$ cat config.mk
export PLATFORM = sky130hd
export DESIGN_NAME = muldiv_iter
export DESIGN_NICKNAME = d
export VERILOG_FILES = /design/src/rtl/muldiv_iter.sv
export SDC_FILE = /design/constraint.sdc
export NUM_CORES = 1
export LEC_CHECK = 0
export CORE_ASPECT_RATIO = 1.1
export CORE_UTILIZATION = 45
export CTS_BUF_LIST = sky130_fd_sc_hd__clkbuf_4 sky130_fd_sc_hd__clkbuf_8 sky130_fd_sc_hd__clkbuf_16
export DETAILED_ROUTE_END_ITERATION = 10
export PLACE_DENSITY = 0.65
export SYNTH_ARGS = -nofsm -noshare
export SYNTH_HDL_FRONTEND = slang
export SYNTH_SLANG_ARGS = --single-unit
$ cat constraint.sdc
create_clock -name clk -period 7.5 [get_ports clk]
set_input_delay 1.125 -clock clk [delete_from_list [all_inputs] [get_ports clk]]
set_output_delay 1.125 -clock clk [all_outputs]
set_load 0.02 [all_outputs]
$ cat src/rtl/muldiv_iter.sv
// muldiv_iter: iterative integer multiply/divide unit for the E stage.
//
// Divide is restoring radix-2 and produces one quotient bit per cycle, MSB first.
// Multiply is shift-add and consumes one multiplier bit per cycle, LSB first.
// Both take WIDTH cycles in CALC. A divide by zero skips CALC and goes through
// the single-cycle ZERO state. Signed operations iterate on absolute values.
// The sign correction is applied as the result is registered on entry to DONE.
//
// Optional feature: define MULDIV_MUL_EN to build the multiply datapath.
// Without it, a multiply request goes straight to DONE with a zero result.
//
// Ports:
//   clk, rst   rising-edge clock, asynchronous active-high reset
//   start_i    request pulse, accepted only in IDLE
//   op_i       00 DIVU, 01 DIV, 10 MULTU, 11 MULT (sampled with start_i)
//   a_i, b_i   dividend/multiplicand, divisor/multiplier (sampled with start_i)
//   cancel_i   abort the current operation; the unit returns to IDLE
//   busy_o     high in CALC and ZERO
//   done_o     one-cycle pulse; result_o is valid
//   div0_o     high with done_o when a divide had b = 0
//   result_o   divide: {remainder, quotient}; multiply: {hi, lo}
module muldiv_iter #(
  parameter int unsigned WIDTH = 32
) (
  input  logic               clk,
  input  logic               rst,
  input  logic               start_i,
  input  logic [1:0]         op_i,
  input  logic [WIDTH-1:0]   a_i,
  input  logic [WIDTH-1:0]   b_i,
  input  logic               cancel_i,
  output logic               busy_o,
  output logic               done_o,
  output logic               div0_o,
  output logic [2*WIDTH-1:0] result_o
);

  localparam int unsigned CntW = $clog2(WIDTH);

  typedef enum logic [1:0] {StIdle, StCalc, StZero, StDone} state_e;

  state_e             state_q, state_d;
  logic [CntW-1:0]    cnt_q, cnt_d;
  // hi: partial remainder / product high half; lo: dividend-quotient / multiplier-product low half
  logic [WIDTH-1:0]   hi_q, hi_d;
  logic [WIDTH-1:0]   lo_q, lo_d;
  // opnd: divisor for divide, multiplicand for multiply
  logic [WIDTH-1:0]   opnd_q, opnd_d;
  logic               sign_a_q, sign_a_d;
  logic               sign_b_q, sign_b_d;
  logic               div0_q, div0_d;
  logic [2*WIDTH-1:0] result_q, result_d;

  logic               sign_a_in, sign_b_in;
  logic [WIDTH-1:0]   a_abs, b_abs;
  logic [WIDTH:0]     rem_shift, rem_diff;
  logic [WIDTH-1:0]   div_hi, div_lo;
  logic [WIDTH-1:0]   step_hi, step_lo;
  logic [WIDTH-1:0]   quo_fix, rem_fix;
  logic [2*WIDTH-1:0] div_res;

`ifdef MULDIV_MUL_EN
  logic               mul_q, mul_d;
  logic [WIDTH:0]     mul_sum;
  logic [WIDTH-1:0]   mul_hi, mul_lo;
  logic [2*WIDTH-1:0] prod_fix;
`endif

  // Operand conditioning: signed ops work on magnitudes and remember the signs.
  always_comb begin
    sign_a_in = op_i[0] & a_i[WIDTH-1];
    sign_b_in = op_i[0] & b_i[WIDTH-1];
    a_abs     = sign_a_in ? -a_i : a_i;
    b_abs     = sign_b_in ? -b_i : b_i;
  end

  // One restoring-division step: shift in the next dividend bit, then try to subtract.
  always_comb begin
    rem_shift = {hi_q, lo_q[WIDTH-1]};
    rem_diff  = rem_shift - {1'b0, opnd_q};
    if (!rem_diff[WIDTH]) begin
      div_hi = rem_diff[WIDTH-1:0];
      div_lo = {lo_q[WIDTH-2:0], 1'b1};
    end else begin
      div_hi = rem_shift[WIDTH-1:0];
      div_lo = {lo_q[WIDTH-2:0], 1'b0};
    end
  end

`ifdef MULDIV_MUL_EN
  // One shift-add step: add the multiplicand when the current multiplier bit is set,
  // then shift {carry, hi, lo} right by one bit.
  always_comb begin
    mul_sum = {1'b0, hi_q} + (lo_q[0] ? {1'b0, opnd_q} : '0);
    mul_hi  = mul_sum[WIDTH:1];
    mul_lo  = {mul_sum[0], lo_q[WIDTH-1:1]};
  end
`endif

  // Pick the active step. The final step result feeds sign correction directly,
  // so the corrected value is registered on the same edge that enters DONE.
  always_comb begin
`ifdef MULDIV_MUL_EN
    step_hi  = mul_q ? mul_hi : div_hi;
    step_lo  = mul_q ? mul_lo : div_lo;
    prod_fix = {step_hi, step_lo};
    if (sign_a_q ^ sign_b_q) begin
      prod_fix = -prod_fix;
    end
`else
    step_hi = div_hi;
    step_lo = div_lo;
`endif
    quo_fix = (sign_a_q ^ sign_b_q) ? -step_lo : step_lo;
    rem_fix = sign_a_q ? -step_hi : step_hi;
    div_res = {rem_fix, quo_fix};
  end

  always_comb begin
    state_d  = state_q;
    cnt_d    = cnt_q;
    hi_d     = hi_q;
    lo_d     = lo_q;
    opnd_d   = opnd_q;
    sign_a_d = sign_a_q;
    sign_b_d = sign_b_q;
    div0_d   = div0_q;
    result_d = result_q;
`ifdef MULDIV_MUL_EN
    mul_d    = mul_q;
`endif

    if (cancel_i) begin
      // Abort: drop any work in flight, leave result_o untouched.
      state_d = StIdle;
      cnt_d   = '0;
    end else begin
      case (state_q)
        StIdle: begin
          if (start_i) begin
            cnt_d    = '0;
            hi_d     = '0;
            sign_a_d = sign_a_in;
            sign_b_d = sign_b_in;
            div0_d   = 1'b0;
            if (!op_i[1]) begin
`ifdef MULDIV_MUL_EN
              mul_d  = 1'b0;
`endif
              opnd_d = b_abs;
              if (b_i == '0) begin
                // Keep the raw dividend for the {a, all-ones} divide-by-zero result.
                state_d = StZero;
                lo_d    = a_i;
                div0_d  = 1'b1;
              end else begin
                state_d = StCalc;
                lo_d    = a_abs;
              end
            end else begin
`ifdef MULDIV_MUL_EN
              mul_d   = 1'b1;
              opnd_d  = a_abs;
              lo_d    = b_abs;
              state_d = StCalc;
`else
              state_d  = StDone;
              result_d = '0;
`endif
            end
          end
        end
        StCalc: begin
          hi_d  = step_hi;
          lo_d  = step_lo;
          cnt_d = cnt_q + 1'b1;
          if (cnt_q == CntW'(WIDTH - 1)) begin
            state_d = StDone;
            cnt_d   = '0;
`ifdef MULDIV_MUL_EN
            result_d = mul_q ? prod_fix : div_res;
`else
            result_d = div_res;
`endif
          end
        end
        StZero: begin
          state_d  = StDone;
          result_d = {lo_q, {WIDTH{1'b1}}};
        end
        StDone: begin
          state_d = StIdle;
        end
        default: begin
          state_d = StIdle;
        end
      endcase
    end
  end

  always_ff @(posedge clk or posedge rst) begin
    if (rst) begin
      state_q  <= StIdle;
      cnt_q    <= '0;
      hi_q     <= '0;
      lo_q     <= '0;
      opnd_q   <= '0;
      sign_a_q <= 1'b0;
      sign_b_q <= 1'b0;
      div0_q   <= 1'b0;
      result_q <= '0;
    end else begin
      state_q  <= state_d;
      cnt_q    <= cnt_d;
      hi_q     <= hi_d;
      lo_q     <= lo_d;
      opnd_q   <= opnd_d;
      sign_a_q <= sign_a_d;
      sign_b_q <= sign_b_d;
      div0_q   <= div0_d;
      result_q <= result_d;
    end
  end

`ifdef MULDIV_MUL_EN
  always_ff @(posedge clk or posedge rst) begin
    if (rst) begin
      mul_q <= 1'b0;
    end else begin
      mul_q <= mul_d;
    end
  end
`endif

  always_comb begin
    busy_o   = (state_q == StCalc) || (state_q == StZero);
    done_o   = (state_q == StDone);
    div0_o   = (state_q == StDone) && div0_q;
    result_o = result_q;
  end

endmodule

==> results of run 1 <==
==> worst max-delay path, cell delays in order, from the launching register on <==
cell      delay (ps)
dfrtp_1          490
inv_1            100
ha_1             250
fa_1             420
nor2b_2          200
o21a_4           190
o211ai_2         140
a211oi_2         310
o21a_2           340
nor2_4            70
inv_1            120
buf_4            380
nor2_1            80
a21oi_1          230
ha_1             240
inv_1             70
or4_1            490
mux2_2           340
a21oi_1          210
nand3_1          110
or4_1            410
a41oi_1          220
==> logic make-up after synthesis <==
group	after synthesis	share of synthesized area [%]
flip-flops	170	33.8
adder cells (fa/ha/maj)	44	4.43
AND/OR/NAND/NOR	522	19.4
multiplexers	34	2.80
AO/OA/AOI/OAI	534	25.4
XOR/XNOR	134	9.31
buffers and inverters	152	4.91
==> layout make-up <==
class,count,area (µm²)
fill,2674,12600
multi-input combinational,1268,7750
sequential,170,4250
timing repair buffer,148,1450
clock inverter,15,154
inverter,60,230
clock buffer,17,425
tap,357,447
==> synth_stat cells (8+ instances only) <==
library cell  count
o22ai_1          16
inv_1            58
o21ai_0         152
buf_2            14
and2_1           12
ha_1             43
o21ai_1          22
nor4_1           21
o31ai_1          26
or3_1            20
buf_4             8
dfrtp_1         170
a21o_1           10
nand2_1         188
xnor2_1          63
nor2b_1          10
or4_1            11
a31oi_1          10
nor3_1           33
and3_1           13
nor2_1          149
mux2i_1          29
clkbuf_1         64
nand3_1          21
xor2_1           71
nand2b_1         10
a21oi_1         197
o41ai_1           8
==> routing by layer <==
metal	part of all wire (%)	track usage, %	wire [µm]	vias up
li1	-	-	-	5840
met3	5.3	3.79	2090	61
met4	2.8	9.51	1090	0
met1	45	36.9	17400	5822
met2	47	46.1	18500	421
met5	0	0	0	-
==> registers in the layout, summed over array words and instances, names as in the netlist <==
name	flops
result_o	64
hi_q	32
lo_q	32
opnd_q	32
cnt_q	5
state_q	2
div0_q	1
sign_a_q	1
sign_b_q	1
==> path summary, 6_finish.rpt <==
path / to
setup / recovery: result_o[60]
hold / removal: result_o[30]
setup reg to reg: result_o[60]
hold reg to reg: result_o[30]
max in group asynchronous: result_o[33]
min in group asynchronous: result_o[55]
==> through the flow <==
stage / total power [mW] / worst slack [ps]
floorplan: 3.41 / 1770
global placement: 4.31 / 2280
detailed placement: 4.35 / 2150
CTS: 5.25 / 2080
global route: 5.63 / 1640
finish: 5.27 / 2000
==> cells in the final DEF, fill, tap and decap left out, drive strengths merged, types with 17 or more instances in the layout <==
cell type and n:
a21oi 198, clkbuf 17, clkdlybuf4s50 136, dfrtp 170, ha 43, inv 68
mux2i 30, nand2 188, nand3 22, nor2 149, nor3 34, nor4 21
o21ai 175, o31ai 26, or3 22, xnor2 63, xor2 71
==> report_power, final <==
group	leakage (nW)	internal, mW	switching [mW]
combinational	3.68	1.08	1.72
clock	0.284	0.445	0.443
sequential	2.19	1.23	0.350
==> results.yml, run 1 <==
floorplanning:
  start_util_pct: 46.2
  fp.dieW_um: 162
  rows: 63
  ioPinCount: 137
  die_h_um: 178
  dieArea_um2: 28700
  core_area_um2: 27300
clock_network:
  post_cts_buffers: 0
  insertion_delay_ps: 450
  cts_hold_buf: 0
  clock-sinks: 170
  path_clk_slew_ps: 70
  clock-root-buffer: "clkbuf_16"
  cts_max_level: 4
  clk_path_buf_depth: 2
  cts_resized: 0
  numCtsBuffers: 17
  cts_tree: "yes"
logic_synthesis:
  synth_cells: 1590
  synth_area_leader_cell: "dfrtp_1"
  synth_edf_count: 0
  yosys_warnings: 0
  synth_ff_type: "dfrtp_1"
  synth.area.top_cells: "dfrtp_1, a21oi_1, o21ai_0"
  synth_top_area_share_pct: 33.8
  synth-async-reset-ratio_pct: 100
  synth_cell_type_count: 92
  synthesis.area_um2: 12600
  ys_seq_area_share_pct: 33.8
  syn_nets: 1704
  ys_seq_elements: 170
  syn_area_per_cell_um2: 7.93
critical_path:
  path_class: "flip-flop to flip-flop"
  critPathRequiredTime_ps: 7860
  reg2reg_depth: 21
  cp-start-kind: "flip-flop"
  r2r_slack_ps: 2000
  r2r-start: "lo_q[31]"
  endpoint_kind: "flip-flop"
  cp.arrival_ps: 5850
  cp-startpoint: "lo_q[31]"
  cp_max_fo: 36
layout:
  num-nets-final: 1779
  fin_area_um2: 14700
  drive_gt1_share_pct: 5.01
  diodes: 0
  fin_cells: 2035
  fin_util_pct: 54.0
  syn_to_final_growth_pct: 16.8
sta:
  max_freq_mhz: 182
  relSlewSlack_pct: 20.6
  worst_pin_slew_ps: 1190
  drv_slew: 0
  rsz0062_at_grt: "no"
  holdWs_ps: 483
  finClkSkew_ps: 10.7
  finalCritPeriodShare_pct: 73.3
  hold_viol_final: 0
  setup_tns_ps: 0
  fin_crit_ps: 5500
  setup_viol: 0
power_and_ir_drop:
  vdd_drop_max_mv: 0.179
  p_leak_nw: 6.15
  powerDensity_nw_per_um2: 358
drt:
  via_per_inst: 5.97
  wl_um: 39100
  drc: 0
  wl_per_cell_um: 19.2
  dr.pass1.iters: 5
  dr_total_vias: 12100
  drt_iter0_drc: 1057
  drtAntennaViolNets: 0
grt:
  grt_pass1_wl_um: 62400
  grt_max_degree: 104
  grt_usage_pct: 27.7
  grt_pass1_vias: 11400
  overflow: 0
  grt_antenna_before_repair: 0
place:
  portBuffers: 136
  placed_area_um2: 14100
  dp_hpwl_um: 29300
  dp_cells: 2003
  gp_congestion: 0.914
hold_path:
  hold_class: "flip-flop to flip-flop"
  hold_depth: 2
  min_from: "result_o[30]"
outcome:
  status: "completed"
job:
  drv_cap: 0
Note: power is estimated with default switching activity, not from simulation.
==> inputs of run 2 (changes only) <==
--- a/config.mk
+++ b/config.mk
@@ -9,7 +9,7 @@
 export CORE_UTILIZATION = 45
 export CTS_BUF_LIST = sky130_fd_sc_hd__clkbuf_4 sky130_fd_sc_hd__clkbuf_8 sky130_fd_sc_hd__clkbuf_16
 export DETAILED_ROUTE_END_ITERATION = 10
-export PLACE_DENSITY = 0.65
+export PLACE_DENSITY = 0.67
 export SYNTH_ARGS = -nofsm -noshare
 export SYNTH_HDL_FRONTEND = slang
 export SYNTH_SLANG_ARGS = --single-unit
==> constraint.sdc (replaced) <==
create_clock -name clk -period 4.92 [get_ports clk]
set_input_delay 0.738 -clock clk [delete_from_list [all_inputs] [get_ports clk]]
set_output_delay 0.738 -clock clk [all_outputs]
set_load 0.02 [all_outputs]
==> run 2 against run 1 <==
Total power increased by 52%. Non-clock buffer count up 11. Highest routed layer unchanged. Critical endpoint unchanged. Hold slack worse by 2.9 ps. Clock-buffer cell count is 1 higher. Die area stayed put. Cell area rose by 0.73%. First-iteration DRC count up 6.2%.
==> results.yml, run 2 (synthesized netlist as in run 1, its figures left out) <==
sta:
  hold_viol_final: 0
  worst_pin_slew_ps: 1110
  drv_slew: 0
  max_freq_mhz: 218
  relSlewSlack_pct: 25.8
  fin_crit_ps: 4590
  setup_tns_ps: 0
  finClkSkew_ps: 12.0
  setup_viol: 0
  finalCritPeriodShare_pct: 93.3
layout:
  largest_reg_flops: 64
  fin_util_pct: 54.3
  diodes: 0
  most-common-layout-cells: "a21oi_1, nand2_1, dfrtp_1"
  fin_area_um2: 14800
  syn_to_final_growth_pct: 17.6
  drive_gt1_share_pct: 5.92
  layout_commonest_cell: "a21oi_1"
  num-nets-final: 1790
clock_network:
  cts_tree: "yes"
  path_clk_slew_ps: 70
  clk_path_buf_depth: 2
  numCtsBuffers: 17
  cts_hold_buf: 0
  clock-sinks: 170
  clock-root-buffer: "clkbuf_16"
  cts_max_level: 4
  insertion_delay_ps: 450
floorplanning:
  dieArea_um2: 28700
  ioPinCount: 137
  die_h_um: 178
  rows: 63
  start_util_pct: 46.2
  fp.dieW_um: 162
  core_area_um2: 27300
grt:
  grt_pass1_vias: 11200
  grt_usage_pct: 27.5
  grt_antenna_before_repair: 0
  overflow: 0
  grt_max_degree: 90
  grt_pass1_wl_um: 61600
power_and_ir_drop:
  powerDensity_nw_per_um2: 542
  swShare_pct: 46.8
  vdd_drop_max_mv: 0.309
  p_leak_nw: 6.19
  pwr-share-seq_pct: 30.4
  p_switching_mw: 3.76
  total_power_mw: 8.03
  p_int_mw: 4.27
  pwr-share-clk_pct: 16.7
  pwr-share-comb_pct: 53.0
hold_path:
  min_from: "result_o[24]"
  hold_class: "flip-flop to flip-flop"
critical_path:
  cp.arrival_ps: 4960
  crit_buf_inv: 3
  r2r-start: "hi_q[10]"
  crit_chain: "ha_2 > a21oi_1 > o21ai_1 > a21oi_1 > a211oi_2 > o21a_2 > nor2_4 > inv_1 > buf_4 > a21oi_1 > ha_2 > inv_1 > or4_1 > mux2_2 > a21oi_1 > nand3_1 > or4_1 > a41oi_1"
  endpoint_kind: "flip-flop"
  cp_top_family: "compound AO/OA/AOI/OAI gates"
  cp_max_fo: 10
  cpPeakStageDelay_ps: 510
  path_class: "flip-flop to flip-flop"
  cpMostUsedCell: "a21oi_1"
  critPathSlowestCell: "or4_1"
  cp-start-kind: "flip-flop"
  cp-startpoint: "hi_q[10]"
  r2r_slack_ps: 330
  critPathRequiredTime_ps: 5290
job:
  drv_cap: 0
drt:
  drc: 0
  dr.pass1.iters: 6
  wl_per_cell_um: 19.0
  dr_total_vias: 12200
  drt_iter0_drc: 1123
  via_per_inst: 5.97
  drtAntennaViolNets: 0
  wl_um: 38900
place:
  portBuffers: 136
  gp_congestion: 0.929
  dp_hpwl_um: 29600
  placed_area_um2: 14200
outcome:
  status: "completed"
[run 2: metal layers]
layer  global-route usage [%]  wire length, µm
met1                     37.1            17300
met2                     44.8            18200
met3                     3.39             2070
met4                     10.9             1320
met5                        0                0
[run 2: layout make-up]
| class | instances | area, µm² |
|---|---|---|
| inverters | 60 | 229 |
| clock buffers | 18 | 433 |
| repair buffers | 159 | 1560 |
| flip-flops and latches | 170 | 4250 |
| multi-input cells | 1268 | 7770 |
| well taps | 357 | 447 |
| clock inverters | 14 | 133 |
| fillers | 2608 | 12500 |
[run 2: worst register-to-register path: stages (launching register included)]
cell and delay [ps]:
dfrtp_1 490, ha_2 390, a21oi_1 200, o21ai_1 160, a21oi_1 280, a211oi_2 140
o21a_2 230, nor2_4 110, inv_1 120, buf_4 180, a21oi_1 190, ha_2 220
inv_1 70, or4_1 510, mux2_2 340, a21oi_1 160, nand3_1 100, or4_1 410
a41oi_1 210
[run 2: metrics by stage]
step                setup slack [ps]  instances  hold WS [ps]
finish                           331       2046           480
global route                   -20.0       2046           514
CTS                              313       2045           489
detailed placement               347       2013           472
global placement                 432       2013           464
floorplan                        186       1590           465
[run 2: power by group through the flow]
| stage | sequential, mW | clock [mW] | combinational, mW |
|---|---|---|---|
| after CTS | 2.43 | 1.36 | 4.20 |
| after global placement | 2.44 | 0 | 4.14 |
| after detailed placement | 2.45 | 0 | 4.18 |
| final | 2.44 | 1.34 | 4.25 |
| after global routing | 2.48 | 1.41 | 4.67 |
| after floorplan | 2.42 | 0 | 2.78 |
[run 2: worst paths after layout]
kind / end / depth (start not counted)
max: result_o[60] / 18
min: result_o[24] / 2
max reg2reg: result_o[60] / 18
min reg2reg: result_o[24] / 2
max in group asynchronous: cnt_q[4] / 3
min in group asynchronous: result_o[59] / 2
[run 2: what timing repair did]
action | in CTS | in global routing
gates resized for setup | 0 | 5
endpoints found under the setup margin | 0 | 2
buffers inserted | 0 | 1
==> inputs of run 3 (changes only) <==
--- a/config.mk
+++ b/config.mk
@@ -6,10 +6,10 @@
 export NUM_CORES = 1
 export LEC_CHECK = 0
 export CORE_ASPECT_RATIO = 1.1
-export CORE_UTILIZATION = 45
+export CORE_UTILIZATION = 25
 export CTS_BUF_LIST = sky130_fd_sc_hd__clkbuf_4 sky130_fd_sc_hd__clkbuf_8 sky130_fd_sc_hd__clkbuf_16
 export DETAILED_ROUTE_END_ITERATION = 10
-export PLACE_DENSITY = 0.67
+export PLACE_DENSITY = 0.42
 export SYNTH_ARGS = -nofsm -noshare
 export SYNTH_HDL_FRONTEND = slang
 export SYNTH_SLANG_ARGS = --single-unit
==> run 3 against run 2 <==
Cell area rose by 3.0%. Combinational power rose by 3%. Setup slack improved by 16 ps. Sequential power barely moved. Largest cell class unchanged. Wire length rose by 17%. Clock-buffer cell count rose by 2. Final cell count rose by 15%. Global-route usage fell by 9.6 points. Die area rose by 79%. First-iteration DRC count fell by 28%.
==> results.yml, run 3 (synthesized netlist as in run 1, its figures left out) <==
job:
  drv_cap: 0
place:
  dp_hpwl_um: 35400
  dp_cells: 2314
  portBuffers: 136
  gp_congestion: 0.860
clock_network:
  insertion_delay_ps: 470
  cts_max_level: 4
  cts_resized: 0
  path_clk_slew_ps: 70
  clock-sinks: 170
  clock-root-buffer: "clkbuf_16"
  clk_path_buf_depth: 2
  cts_hold_buf: 0
  numCtsBuffers: 17
  post_cts_buffers: 0
  cts_tree: "yes"
layout:
  drive_gt1_share_pct: 6.14
  fin_cells: 2346
  syn_to_final_growth_pct: 21.2
  layout_commonest_cell: "a21oi_1"
  num-nets-final: 1795
  most-common-layout-cells: "a21oi_1, nand2_1, dfrtp_1"
  diodes: 0
  largest_reg_flops: 64
floorplanning:
  fp.dieW_um: 216
  core_area_um2: 49300
  die_h_um: 237
  ioPinCount: 137
  rows: 85
  start_util_pct: 25.5
  dieArea_um2: 51300
drt:
  drtAntennaViolNets: 0
  drc: 0
  dr.pass1.iters: 6
  wl_um: 45600
  dr_total_vias: 11900
  via_per_inst: 5.06
  drt_iter0_drc: 805
  wl_per_cell_um: 19.5
sta:
  rsz0062_at_grt: "no"
  setup_viol: 0
  fin_crit_ps: 4570
  finClkSkew_ps: 15.1
  setup_tns_ps: 0
  hold_viol_final: 0
  worst_pin_slew_ps: 1110
  relSlewSlack_pct: 25.6
  max_freq_mhz: 219
  drv_slew: 0
  finalCritPeriodShare_pct: 92.9
power_and_ir_drop:
  total_power_mw: 8.25
  p_leak_nw: 6.24
  vdd_drop_max_mv: 0.232
  powerDensity_nw_per_um2: 540
critical_path:
  cp_max_fo: 7
  cp.arrival_ps: 4950
  path_class: "flip-flop to flip-flop"
  critPathSlowestCell: "or4_1"
  cp_top_family: "compound AO/OA/AOI/OAI gates"
  cp-start-kind: "flip-flop"
  critPathRequiredTime_ps: 5300
  crit_chain: "inv_1 > ha_1 > fa_1 > nor2b_2 > o21a_4 > o211ai_2 > a211oi_2 > o21a_2 > nor2_4 > inv_2 > nor2_1 > a21oi_1 > ha_1 > inv_1 > or4_1 > mux2_2 > a21oi_1 > nand3_1 > or4_1 > a41oi_1"
  endpoint_kind: "flip-flop"
  r2r_slack_ps: 350
  cpPeakStageDelay_ps: 490
  crit_buf_inv: 3
grt:
  overflow: 0
  grt_pass1_wl_um: 70800
  grt_usage_pct: 17.9
  grt_antenna_before_repair: 0
  grt_pass1_vias: 11600
  grt_max_degree: 72
hold_path:
  hold_class: "flip-flop to flip-flop"
outcome:
  status: "completed"
run 3: changes by cell type in the layout (fill, tap and decap cells not counted), sizes merged:
cell	delta
clkinvlp	-2
buf	+5
clkinv	+1
bufinv	+1
inv	-2
clkbuf	+2
run 3: final cells by class:
| class | instances | area, µm² |
|---|---|---|
| timing repair buffer | 164 | 1610 |
| sequential | 170 | 4250 |
| clock inverter | 12 | 136 |
| fill | 5363 | 34100 |
| clock buffer | 20 | 454 |
| inverter | 60 | 229 |
| multi-input combinational | 1268 | 7770 |
| tap | 652 | 816 |
run 3: worst paths after layout:
check / start / endpoint / depth (start not counted)
min in group asynchronous: rst / result_o[53] / 2
worst min-delay path: result_o[47] / result_o[47] / 2
worst min register to register: result_o[47] / result_o[47] / 2
max in group asynchronous: rst / opnd_q[8] / 3
worst max-delay path: lo_q[31] / result_o[60] / 20
worst max register to register: lo_q[31] / result_o[60] / 20
run 3: per-layer routing:
metal	GRT usage [%]	wire length [µm]	vias up
met1	24.3	21600	5762
li1	-	-	5859
met5	0	0	-
met4	5.38	905	0
met2	29.6	21800	220
met3	2.16	1380	39
run 3: worst reg2reg max path, delay by kind of cell, from the launching register on:
family                     cells  cell delay, ps
AOI/OAI and AO/OA              7            1390
adders and majority gates      3             860
buffers and inverters          3             250
DFF                            1             350
muxes                          1             330
and+or+nand+nor                6            1310
run 3: power breakdown:
| part | switching [mW] | internal [mW] | total [mW] | leakage, nW |
|---|---|---|---|---|
| combinational | 2.66 | 1.70 | 4.36 | 3.76 |
| sequential | 0.595 | 1.87 | 2.47 | 2.19 |
| clock | 0.639 | 0.779 | 1.42 | 0.297 |
| total | 3.89 | 4.35 | 8.25 | 6.24 |
run 3: stage by stage:
| stage | hold WS [ps] | utilization, % | area (µm²) | worst slack (ps) |
|---|---|---|---|---|
| after floorplan | 465 | - | 12600 | 186 |
| after global placement | 466 | 29.7 | 14700 | 347 |
| after detailed placement | 471 | 29.7 | 14700 | 261 |
| after CTS | 487 | 30.9 | 15300 | 239 |
| after global routing | 504 | 30.9 | 15300 | 38.8 |
| final | 479 | 30.9 | 15300 | 347 |
